### src/rtl/bg_trim_pkg.sv
// Shared types and constants for the bandgap trim sequencer.
// Optional chopped comparator sampling is selected with BG_TRIM_CHOP_EN (see bg_trim_ctrl).
package bg_trim_pkg;

  localparam int SAR_W = 8;

  typedef enum logic [2:0] {
    ST_OFF,
    ST_PWRUP,
    ST_ZERO,
    ST_COARSE,
    ST_FINE,
    ST_DONE
  } state_e;

  // Values every bgCore control takes while the sequencer is OFF or in reset
  localparam logic             RST_PWRUP          = 1'b0;
  localparam logic             RST_RESET          = 1'b1;
  localparam logic [SAR_W-1:0] RST_CODE           = '0;
  localparam logic [3:0]       RST_IDAC_OUT_SEL_N = 4'hF;
  localparam logic [7:0]       RST_DIODE_SEL      = 8'h00;
  localparam logic             RST_RES_STABLE     = 1'b0;
  localparam logic             RST_RES_PTAT_EN_N  = 1'b1;
  localparam logic             RST_DIODE          = 1'b0;
  localparam logic             RST_BIG_DIODE_RES  = 1'b0;
  localparam logic             RST_CMP_ZERO       = 1'b0;
  localparam logic             RST_CMP_SWAP       = 1'b0;

  function automatic logic code_saturated(input logic [SAR_W-1:0] code);
    return (code == '0) || (code == '1);
  endfunction

endpackage

### src/rtl/bg_trim_ctrl_if.sv
// Control/trim bus between the trim sequencer (master) and bgCore plus its host (slave).
interface bg_trim_ctrl_if;
  import bg_trim_pkg::*;

  logic             enable;
  logic             start;
  logic [7:0]       cfgDiodeSelect;
  logic [3:0]       cfgIdacOutSel_n;
  logic             cfgBigDiodeRes;
  logic             cmpo;

  logic             pwrup;
  logic             reset;
  logic [SAR_W-1:0] idacCoarse;
  logic [SAR_W-1:0] idacFine;
  logic [3:0]       idacOutSelect_n;
  logic [7:0]       diodeSelect;
  logic             resStableSelect;
  logic             resPtatEnable_n;
  logic             diode;
  logic             bigDiodeRes;
  logic             cmpZeroOffset;
  logic             cmpSwapInput;
  logic             busy;
  logic             done;
  logic             sat;

  modport master (
    input  enable, start, cfgDiodeSelect, cfgIdacOutSel_n, cfgBigDiodeRes, cmpo,
    output pwrup, reset, idacCoarse, idacFine, idacOutSelect_n, diodeSelect,
           resStableSelect, resPtatEnable_n, diode, bigDiodeRes, cmpZeroOffset,
           cmpSwapInput, busy, done, sat
  );

  modport slave (
    output enable, start, cfgDiodeSelect, cfgIdacOutSel_n, cfgBigDiodeRes, cmpo,
    input  pwrup, reset, idacCoarse, idacFine, idacOutSelect_n, diodeSelect,
           resStableSelect, resPtatEnable_n, diode, bigDiodeRes, cmpZeroOffset,
           cmpSwapInput, busy, done, sat
  );
endinterface

### src/rtl/bg_sar_reg.sv
// Successive-approximation code register: MSB-first trial/decide with a last-bit flag.
module bg_sar_reg
  import bg_trim_pkg::*;
(
  input  logic             clk,
  input  logic             reset_n,
  input  logic             i_clr,
  input  logic             i_init,
  input  logic             i_decide,
  input  logic             i_keep,
  output logic [SAR_W-1:0] o_code,
  output logic             o_last
);

  localparam logic [SAR_W-1:0] MSB = {1'b1, {(SAR_W-1){1'b0}}};

  logic [SAR_W-1:0] r_code;
  logic [SAR_W-1:0] r_mask;

  // r_mask is one-hot on the bit under trial; deciding resolves it and sets the next trial bit
  always_ff @(posedge clk) begin
    if (!reset_n || i_clr) begin
      r_code <= '0;
      r_mask <= '0;
    end else if (i_init) begin
      r_code <= MSB;
      r_mask <= MSB;
    end else if (i_decide) begin
      r_code <= (i_keep ? r_code : (r_code & ~r_mask)) | (r_mask >> 1);
      r_mask <= r_mask >> 1;
    end
  end

  assign o_code = r_code;
  assign o_last = r_mask[0];

endmodule

### src/rtl/bg_trim_ctrl.sv
// bgCore trim sequencer: power-up, comparator auto-zero, coarse then fine SAR on CMPO.
// Define BG_TRIM_CHOP_EN to sample each SAR bit twice with the comparator inputs swapped.
module bg_trim_ctrl
  import bg_trim_pkg::*;
#(
  parameter int PWRUP_CYCLES  = 1024,
  parameter int ZERO_CYCLES   = 32,
  parameter int SETTLE_CYCLES = 64
) (
  input  logic           clk,
  input  logic           reset_n,
  bg_trim_ctrl_if.master bus
);

  localparam int MAX_A   = (PWRUP_CYCLES > ZERO_CYCLES) ? PWRUP_CYCLES : ZERO_CYCLES;
  localparam int MAX_CYC = (MAX_A > SETTLE_CYCLES) ? MAX_A : SETTLE_CYCLES;
  localparam int CNT_W   = $clog2(MAX_CYC + 1);
  localparam logic [CNT_W-1:0] LD_PWRUP  = CNT_W'(PWRUP_CYCLES - 1);
  localparam logic [CNT_W-1:0] LD_ZERO   = CNT_W'(ZERO_CYCLES - 1);
  localparam logic [CNT_W-1:0] LD_SETTLE = CNT_W'(SETTLE_CYCLES);

  state_e           r_state, w_nxt;
  logic [CNT_W-1:0] r_cnt, w_cnt_val;
  logic             w_cnt_ld, w_clr, w_cfg_ld;
  logic             w_c_init, w_f_init, w_c_dec, w_f_dec;
  logic             w_keep, w_bit_end, w_sar, w_act;
  logic             r_cmpo_m, r_cmpo_s;
  logic             r_done, r_sat;
  logic [7:0]       r_cfg_ds;
  logic [3:0]       r_cfg_ios_n;
  logic             r_cfg_bdr;
  logic [SAR_W-1:0] w_c_code, w_f_code;
  logic             w_c_last, w_f_last;

  assign w_sar = (r_state == ST_COARSE) || (r_state == ST_FINE);

  always_ff @(posedge clk) begin
    if (!reset_n) begin
      r_cmpo_m <= 1'b0;
      r_cmpo_s <= 1'b0;
    end else begin
      r_cmpo_m <= bus.cmpo;
      r_cmpo_s <= r_cmpo_m;
    end
  end

`ifdef BG_TRIM_CHOP_EN
  logic r_phase, r_first;

  // phase 0 samples unswapped, phase 1 swapped; a true result must flip with the swap
  always_ff @(posedge clk) begin
    if (!reset_n || !w_sar)     r_phase <= 1'b0;
    else if (r_cnt == '0)       r_phase <= ~r_phase;
  end

  always_ff @(posedge clk) begin
    if (w_sar && (r_cnt == '0) && !r_phase) r_first <= r_cmpo_s;
  end

  assign w_bit_end        = (r_cnt == '0) && r_phase;
  assign w_keep           = r_first & ~r_cmpo_s;
  assign bus.cmpSwapInput = w_sar & r_phase;
`else
  assign w_bit_end        = (r_cnt == '0);
  assign w_keep           = r_cmpo_s;
  assign bus.cmpSwapInput = RST_CMP_SWAP;
`endif

  always_comb begin
    w_nxt     = r_state;
    w_cnt_ld  = 1'b0;
    w_cnt_val = LD_SETTLE;
    w_clr     = 1'b0;
    w_cfg_ld  = 1'b0;
    w_c_init  = 1'b0;
    w_f_init  = 1'b0;
    w_c_dec   = 1'b0;
    w_f_dec   = 1'b0;
    unique case (r_state)
      ST_OFF: if (bus.start) begin
        w_nxt = ST_PWRUP; w_cnt_ld = 1'b1; w_cnt_val = LD_PWRUP; w_cfg_ld = 1'b1;
      end
      ST_PWRUP: if (r_cnt == '0) begin
        w_nxt = ST_ZERO; w_cnt_ld = 1'b1; w_cnt_val = LD_ZERO;
      end
      ST_ZERO: if (r_cnt == '0) begin
        w_nxt = ST_COARSE; w_cnt_ld = 1'b1; w_c_init = 1'b1;
      end
      ST_COARSE: if (r_cnt == '0) begin
        w_cnt_ld = 1'b1;
        if (w_bit_end) begin
          w_c_dec = 1'b1;
          if (w_c_last) begin
            w_nxt = ST_FINE; w_f_init = 1'b1;
          end
        end
      end
      ST_FINE: if (r_cnt == '0) begin
        w_cnt_ld = 1'b1;
        if (w_bit_end) begin
          w_f_dec = 1'b1;
          if (w_f_last) w_nxt = ST_DONE;
        end
      end
      ST_DONE: if (bus.start) begin
        w_nxt = ST_ZERO; w_cnt_ld = 1'b1; w_cnt_val = LD_ZERO; w_clr = 1'b1;
      end
      default: w_nxt = ST_OFF;
    endcase
    // enable low overrides everything, including a simultaneous start
    if (!bus.enable) begin
      w_nxt    = ST_OFF;
      w_clr    = 1'b1;
      w_cnt_ld = 1'b0;
      w_cfg_ld = 1'b0;
      w_c_init = 1'b0;
      w_f_init = 1'b0;
      w_c_dec  = 1'b0;
      w_f_dec  = 1'b0;
    end
  end

  always_ff @(posedge clk) begin
    if (!reset_n) begin
      r_state <= ST_OFF;
      r_cnt   <= '0;
      r_done  <= 1'b0;
      r_sat   <= 1'b0;
    end else begin
      r_state <= w_nxt;
      if (w_cnt_ld)         r_cnt <= w_cnt_val;
      else if (r_cnt != '0) r_cnt <= r_cnt - CNT_W'(1);
      r_done  <= (r_state == ST_DONE) && (w_nxt == ST_DONE);
      r_sat   <= (r_state == ST_DONE) && (w_nxt == ST_DONE) && code_saturated(w_c_code);
    end
  end

  always_ff @(posedge clk) begin
    if (w_cfg_ld) begin
      r_cfg_ds    <= bus.cfgDiodeSelect;
      r_cfg_ios_n <= bus.cfgIdacOutSel_n;
      r_cfg_bdr   <= bus.cfgBigDiodeRes;
    end
  end

  bg_sar_reg u_coarse (
    .clk(clk), .reset_n(reset_n), .i_clr(w_clr), .i_init(w_c_init),
    .i_decide(w_c_dec), .i_keep(w_keep), .o_code(w_c_code), .o_last(w_c_last)
  );

  bg_sar_reg u_fine (
    .clk(clk), .reset_n(reset_n), .i_clr(w_clr), .i_init(w_f_init),
    .i_decide(w_f_dec), .i_keep(w_keep), .o_code(w_f_code), .o_last(w_f_last)
  );

  assign w_act               = (r_state != ST_OFF);
  assign bus.pwrup           = w_act ? ~RST_PWRUP         : RST_PWRUP;
  assign bus.reset           = w_act ? ~RST_RESET         : RST_RESET;
  assign bus.resStableSelect = w_act ? ~RST_RES_STABLE    : RST_RES_STABLE;
  assign bus.resPtatEnable_n = w_act ? ~RST_RES_PTAT_EN_N : RST_RES_PTAT_EN_N;
  assign bus.diode           = w_act ? ~RST_DIODE         : RST_DIODE;
  assign bus.diodeSelect     = w_act ? r_cfg_ds           : RST_DIODE_SEL;
  assign bus.idacOutSelect_n = w_act ? r_cfg_ios_n        : RST_IDAC_OUT_SEL_N;
  assign bus.bigDiodeRes     = w_act ? r_cfg_bdr          : RST_BIG_DIODE_RES;
  assign bus.cmpZeroOffset   = (r_state == ST_ZERO) ? ~RST_CMP_ZERO : RST_CMP_ZERO;
  assign bus.idacCoarse      = w_c_code;
  assign bus.idacFine        = w_f_code;
  assign bus.busy            = (r_state == ST_PWRUP) || (r_state == ST_ZERO) || w_sar;
  assign bus.done            = r_done;
  assign bus.sat             = r_sat;

endmodule
### src/flat_wrapper.sv
// flat-port wrapper written by rule: the top's interface ports become plain ports
module bg_trim_ctrl_flat import bg_trim_pkg::*;
#(
  parameter int PWRUP_CYCLES  = 1024,
  parameter int ZERO_CYCLES   = 32,
  parameter int SETTLE_CYCLES = 64
)
  (clk, reset_n, bus_enable, bus_start, bus_cfgDiodeSelect, bus_cfgIdacOutSel_n, bus_cfgBigDiodeRes, bus_cmpo, bus_pwrup, bus_reset, bus_idacCoarse, bus_idacFine, bus_idacOutSelect_n, bus_diodeSelect, bus_resStableSelect, bus_resPtatEnable_n, bus_diode, bus_bigDiodeRes, bus_cmpZeroOffset, bus_cmpSwapInput, bus_busy, bus_done, bus_sat);
  bg_trim_ctrl_if bus_i ();
  input  logic clk;
  input  logic reset_n;
  input wire logic [$bits(bus_i.enable)-1:0] bus_enable;
  input wire logic [$bits(bus_i.start)-1:0] bus_start;
  input wire logic [$bits(bus_i.cfgDiodeSelect)-1:0] bus_cfgDiodeSelect;
  input wire logic [$bits(bus_i.cfgIdacOutSel_n)-1:0] bus_cfgIdacOutSel_n;
  input wire logic [$bits(bus_i.cfgBigDiodeRes)-1:0] bus_cfgBigDiodeRes;
  input wire logic [$bits(bus_i.cmpo)-1:0] bus_cmpo;
  output wire logic [$bits(bus_i.pwrup)-1:0] bus_pwrup;
  output wire logic [$bits(bus_i.reset)-1:0] bus_reset;
  output wire logic [$bits(bus_i.idacCoarse)-1:0] bus_idacCoarse;
  output wire logic [$bits(bus_i.idacFine)-1:0] bus_idacFine;
  output wire logic [$bits(bus_i.idacOutSelect_n)-1:0] bus_idacOutSelect_n;
  output wire logic [$bits(bus_i.diodeSelect)-1:0] bus_diodeSelect;
  output wire logic [$bits(bus_i.resStableSelect)-1:0] bus_resStableSelect;
  output wire logic [$bits(bus_i.resPtatEnable_n)-1:0] bus_resPtatEnable_n;
  output wire logic [$bits(bus_i.diode)-1:0] bus_diode;
  output wire logic [$bits(bus_i.bigDiodeRes)-1:0] bus_bigDiodeRes;
  output wire logic [$bits(bus_i.cmpZeroOffset)-1:0] bus_cmpZeroOffset;
  output wire logic [$bits(bus_i.cmpSwapInput)-1:0] bus_cmpSwapInput;
  output wire logic [$bits(bus_i.busy)-1:0] bus_busy;
  output wire logic [$bits(bus_i.done)-1:0] bus_done;
  output wire logic [$bits(bus_i.sat)-1:0] bus_sat;
  assign bus_i.enable = bus_enable;
  assign bus_i.start = bus_start;
  assign bus_i.cfgDiodeSelect = bus_cfgDiodeSelect;
  assign bus_i.cfgIdacOutSel_n = bus_cfgIdacOutSel_n;
  assign bus_i.cfgBigDiodeRes = bus_cfgBigDiodeRes;
  assign bus_i.cmpo = bus_cmpo;
  assign bus_pwrup = bus_i.pwrup;
  assign bus_reset = bus_i.reset;
  assign bus_idacCoarse = bus_i.idacCoarse;
  assign bus_idacFine = bus_i.idacFine;
  assign bus_idacOutSelect_n = bus_i.idacOutSelect_n;
  assign bus_diodeSelect = bus_i.diodeSelect;
  assign bus_resStableSelect = bus_i.resStableSelect;
  assign bus_resPtatEnable_n = bus_i.resPtatEnable_n;
  assign bus_diode = bus_i.diode;
  assign bus_bigDiodeRes = bus_i.bigDiodeRes;
  assign bus_cmpZeroOffset = bus_i.cmpZeroOffset;
  assign bus_cmpSwapInput = bus_i.cmpSwapInput;
  assign bus_busy = bus_i.busy;
  assign bus_done = bus_i.done;
  assign bus_sat = bus_i.sat;
  bg_trim_ctrl #(.PWRUP_CYCLES(PWRUP_CYCLES), .ZERO_CYCLES(ZERO_CYCLES), .SETTLE_CYCLES(SETTLE_CYCLES)) u_core (.clk(clk), .reset_n(reset_n), .bus(bus_i));
endmodule
### config.mk
export PLATFORM = sky130hd
export DESIGN_NAME = bg_trim_ctrl_flat
export DESIGN_NICKNAME = d
export VERILOG_FILES = /design/src/rtl/bg_trim_pkg.sv /design/src/rtl/bg_trim_ctrl_if.sv /design/src/rtl/bg_sar_reg.sv /design/src/rtl/bg_trim_ctrl.sv /design/src/flat_wrapper.sv
export SDC_FILE = /design/constraint.sdc
export NUM_CORES = 1
export LEC_CHECK = 0
export ABC_AREA = 1
export CORE_MARGIN = 1
export CORE_UTILIZATION = 55
export CTS_CLUSTER_SIZE = 24
export DETAILED_ROUTE_END_ITERATION = 6
export PLACE_DENSITY_LB_ADDON = 0.3
export SLEW_MARGIN = 30
export SYNTH_ARGS = -nofsm -noshare
export SYNTH_HDL_FRONTEND = slang
export SYNTH_SLANG_ARGS = --single-unit
### constraint.sdc
create_clock -name clk -period 4.6 [get_ports clk]
set_clock_uncertainty 0.2 [all_clocks]
set_input_delay 0.92 -clock clk [delete_from_list [all_inputs] [get_ports clk]]
set_output_delay 0.92 -clock clk [all_outputs]
set_load 0.1 [all_outputs]
Yosys cells after proc, flatten, opt, wreduce, memory -nomap -nowiden

Index checks and enable logic that the tools add are counted.

Bits in registers: 63
Input port bits: 18
Output and inout port bits: 39
Word-level logic and storage cells: 101

Add/subtract/negate cells: 1
Equal/unequal tests: 7
Muxes and demuxes: 50
Bitwise logic cells: 6
Reduce and logical (&&, ||, !) cells: 20

Operators by type and width:

| kind                                                                   | number |
|---|---|
| 8-bit 2-to-1 mux                                                       | 11 |
| 11-bit case mux with 3 select lines                                    | 1 |
| 3-bit 2-to-1 mux                                                       | 9 |
| 11-bit 2-to-1 mux                                                      | 2 |
| 1-bit 2-to-1 mux                                                       | 21 |
| 3-bit case mux with 6 select lines                                     | 1 |
| 8-bit bitwise AND                                                      | 2 |
| 8-bit inverter                                                         | 2 |
| 8-bit by 7-bit bitwise OR with 8-bit output                            | 2 |
| 7-bit 2-to-1 mux                                                       | 2 |
| 11-bit zero test                                                       | 1 |
| 11-bit nonzero test                                                    | 1 |
| 11-bit by 1-bit subtractor with 11-bit output (second input constant)  | 1 |
| 10-bit 2-to-1 mux                                                      | 1 |
| 3-bit equality test (second input constant)                            | 3 |
| 8-bit equality test (second input constant)                            | 1 |
| 8-bit zero test                                                        | 1 |
| 3-bit by 2-bit equality test with 1-bit output (second input constant) | 2 |
| 2-bit nonzero test                                                     | 3 |
| 2-bit OR reduction                                                     | 3 |
| 1-bit logical OR                                                       | 5 |
| 4-bit 2-to-1 mux                                                       | 1 |
| 4-bit OR reduction                                                     | 1 |
| 3-bit by 1-bit equality test with 1-bit output (second input constant) | 1 |
| 5 further kinds                                                        | 6 |

Longest topological paths before layout

Depth after elaboration: 7
Mapped depth: 11
Gate-level depth less buffers: 11

By module

From an unflattened synthesis, not the netlist that was laid out.

Cell total of the unflattened synthesis: 358
Area, all modules: 2,847.7 µm²

Modules (own cells, without submodules):

| module       | instances | cells each | area an instance (µm²) | seq. area each (µm²) |
|---|---|---|---|---|
| bg_trim_ctrl | 1         | 214        | 1,644.1                | 750.7 |
| bg_sar_reg   | 2         | 72         | 601.8                  | 320.3 |

Worst setup path after synthesis

Ideal clock, no wire load.

Path type: reg2out
From: reg u_core.r_state[0]
To: out bus_bigDiodeRes
Arrival: 3.464 ns
Data required time: 3.480 ns
Path slack: 0.016 ns
Stages on the path, launching flop included: 6
Buffers on the path: 1
Cells stage by stage: dfxtp_1 > nor2_1 > nand2_1 > inv_1 > clkbuf_1 > nor2_1

Cells in the longest elaborated chain, start to end: 2

RTL lines:

| element                | RTL line            | RTL |
|---|---|---|
| from (decl)            | bg_trim_ctrl.sv:22  | `state_e r_state, w_nxt;` |
| from (signal assigned) | bg_trim_ctrl.sv:130 | `r_state <= w_nxt;` |
| 3-bit nonzero test     | bg_trim_ctrl.sv:156 | `assign w_act = (r_state != ST_OFF);` |
| 1-bit 2-to-1 mux       | bg_trim_ctrl.sv:164 | `assign bus.bigDiodeRes = w_act ? r_cfg_bdr : RST_BIG_DIODE_RES;` |
| to (decl)              | flat_wrapper.sv:27  | `output wire logic [$bits(bus_i.bigDiodeRes)-1:0] bus_bigDiodeRes;` |

No other way between the ends.

Final worst setup path

From: reg u_core.r_state[0]
To: out bus_idacOutSelect_n[0]

Cells in the longest elaborated chain, start to end: 2

RTL lines:

| element            | RTL line            | RTL |
|---|---|---|
| 3-bit nonzero test | bg_trim_ctrl.sv:156 |  |
| 4-bit 2-to-1 mux   | bg_trim_ctrl.sv:163 | `assign bus.idacOutSelect_n = w_act ? r_cfg_ios_n : RST_IDAC_OUT_SEL_N;` |
| to (decl)          | flat_wrapper.sv:22  | `output wire logic [$bits(bus_i.idacOutSelect_n)-1:0] bus_idacOutSelect_n;` |

No other way between the ends.

==> results.yml <==
timing:
  fmax_ghz: 0.269
  fin_crit_sh_pct: 80.7
  finalHoldViolations: 0
  fin_ws_ns: 0.889
  setup_tns_ns: 0
  slew_viol_final: 0
  tightest_slew_ns: 0.991
  slew-limit-headroom_pct: 33.7
  period_minus_slack_ns: 3.71
  rsz0062_at_grt: "false"
  setup_viol: 0
logic_synthesis:
  synth-simple-area-share_pct: 29.1
  synth_top_family_by_area: "simple AND/OR/NAND/NOR gates"
  synthesis.nets: 386
  muxShareOfSynthArea_pct: 0
  syn-instance-count: 367
  synthAdderAreaFrac_pct: 0.432
  synth-xor-area-share_pct: 2.12
  synth_compound_area_share_pct: 13.1
  syn_area_um2: 2900
  ys_warn_count: 0
  ys_ff_latch: 63
  yosysSeqAreaShare_pct: 48.1
  synth_area_per_cell_um2: 7.89
  synthDistinctLibCells: 32
place:
  dp_hpwl_mm: 4.38
  place_ws_ns: 1.24
  post-place-cells: 481
  globalplace.congestion: 0.855
  place_area_um2: 3460
  portBuffers: 55
power:
  total_power_uw: 1710
  p_per_area_nw_per_um2: 469
  p_leak_uw: 0.00141
  irDropWorstVdd_mv: 0.320
detailed_routing:
  wirelength_mm: 6.20
  first_pass_iters: 4
  route.detailed.drc: 0
  viasPerCell: 5.22
  via_count: 2596
  drt_iter0_drc: 195
  wl_per_cell_um: 12.5
  antenna_left: 0
clocking:
  cts.sink_count: 63
  cts_resized: 0
  htreeDepth: 3
  ctsHoldBuffers: 0
  cts_buffers: 9
  path_clk_slew_ns: 0.07
  ctsRootBufferMaster: "clkbuf_8"
  clock_latency_ns: 0.34
  cts_setup_buffers: 0
  cts_tree: "built"
  clockBufferDepth: 2
setup_path:
  critPathLaunchType: "flop"
  required_ns: 3.48
  endpoint_kind: "output port"
  path_class: "flop to output port"
  path_max_fanout: 15
  worstPathArrival_ns: 2.59
floorplan:
  core_um2: 5070
  ios: 57
  dieArea_um2: 5560
  die_h_um: 74.6
  rows: 26
  start_util_pct: 57.1
  die_x_um: 74.6
global_route:
  grt_pass1_vias: 2165
  grt.overflow.total: 0
  antenna_found_initial: 0
  grt_use_total_pct: 23.6
  grt_max_degree: 17
  grt_pass1_wl_mm: 9.78
finish:
  synthToLayoutAreaGrowth_pct: 25.7
  final_layout_size_suffix_gt1_share_pct: 9.37
  final_cell_area_um2: 3640
  fillers: 418
  antennaDiodeCount: 0
  nets: 441
  layout.cells.non_filler: 497
worst_hold_path:
  min_path_type: "flop to flop"
outcome:
  status: "complete, no violations"
run:
  cap_violations: 0
## layout by cell type (no fill, tap or decap), drive strengths merged, types with 2 or more instances in the layout
cell type / instances
nor4: 2
nor3: 4
edfxtp: 13
a21oi: 39
o21ai: 17
clkdlybuf4s50: 55
nand3: 25
or2: 5
inv: 36
xnor2: 4
nand4: 5
dfxtp: 50
clkinv: 2
xor2: 3
nand2: 91
clkbuf: 13
nor2: 47
a21boi: 12
## cells in the mapped netlist, drive strengths merged
master / n / area [µm²]
ha: 1 / 12.5
nor2: 47 / 229
dfxtp: 50 / 1000
or2: 5 / 33.8
nand3: 25 / 145
nand4: 5 / 31.3
inv: 36 / 135
a211oi: 1 / 7.51
clkbuf: 3 / 11.3
conb: 1 / 3.75
xor2: 3 / 26.3
nor4: 2 / 12.5
nand2: 91 / 359
a21oi: 39 / 195
a21boi: 12 / 90.1
xnor2: 4 / 35.0
buf: 8 / 60.1
nor3: 4 / 31.3
o21ai: 17 / 85.1
edfxtp: 13 / 390
## routing by layer
| metal | track usage (%) | share of wire [%] |
|---|---|---|
| met1 | 31.0 | 44 |
| met2 | 36.5 | 48 |
| met3 | 6.37 | 5.8 |
| met4 | 10.7 | 1.9 |
| met5 | 0 | 0 |
## per-stage QoR
stage	util [%]	hold WS, ns
after global routing	71.7	0.270
after detailed placement	68.2	0.208
after floorplan	-	0.190
after CTS	71.7	0.224
after global placement	68.2	0.203
final	71.7	0.222
## cells by family (layout without fill, tap and decap cells)
kind of cell | count (synthesis) | in the layout
and+or+nand+nor | 179 | 179
AOI/OAI and AO/OA | 69 | 69
DFF | 63 | 63
buffers and inverters | 47 | 107
xor gates and xnor gates | 7 | 7
adders and majority gates | 1 | 1
other | 1 | 1
## sequential cells by signal, indices dropped and copies added, names as in the netlist
register / cells
u_core.r_cmpo_s: 1
u_core.r_cfg_bdr: 1
u_core.u_coarse.r_mask: 8
u_core.bus.sat: 1
u_core.r_cfg_ds: 8
u_core.u_fine.r_mask: 8
u_core.r_cfg_ios_n: 4
u_core.bus.done: 1
u_core.r_cnt: 11
u_core.u_coarse.o_code: 8
u_core.r_cmpo_m: 1
u_core.r_state: 3
u_core.u_fine.o_code: 8
## final cells by class
cell class / count / area [µm²] / share of cell area, %
well taps: 70 / 87.6 / 2.41
multi-input cells: 257 / 1300 / 35.7
flip-flops and latches: 63 / 1390 / 38.2
inverters: 36 / 135 / 3.71
clock buffers: 13 / 159 / 4.37
clock inverters: 3 / 17.5 / 0.481
repair buffers: 55 / 551 / 15.1
## power by group
group | total [µW] | switching, µW | internal (µW) | leakage, µW
logic | 630 | 432 | 198 | 0.000795
registers | 650 | 37.3 | 613 | 0.000527
clock network | 427 | 204 | 223 | 0.0000894
total | 1710 | 673 | 1030 | 0.00141
## worst paths after layout
path | startpoint | endpoint | slack (ns) | depth (start not counted)
min | u_core.r_cmpo_m$_SDFF_PN0_ | u_core.r_cmpo_s$_SDFF_PN0_ | 0.22 | 2
max | u_core.r_state[0]$_SDFF_PN0_ | bus_idacOutSelect_n[0] | 0.89 | 5
max reg2reg | u_core.r_cnt[0]$_SDFFE_PN0P_ | u_core.u_coarse.o_code[3]$_SDFFE_PP0P_ | 2.48 | 9
min reg2reg | u_core.r_cmpo_m$_SDFF_PN0_ | u_core.r_cmpo_s$_SDFF_PN0_ | 0.22 | 2
## critical path: stages, from the launching register on
cell	delay, ns
dfxtp_1	0.35
nor2_1	0.13
nand2_1	0.12
inv_1	0.33
or2_2	0.19
clkdlybuf4s50_1	1.12
No activity file was read; power rests on OpenSTA's default activity.
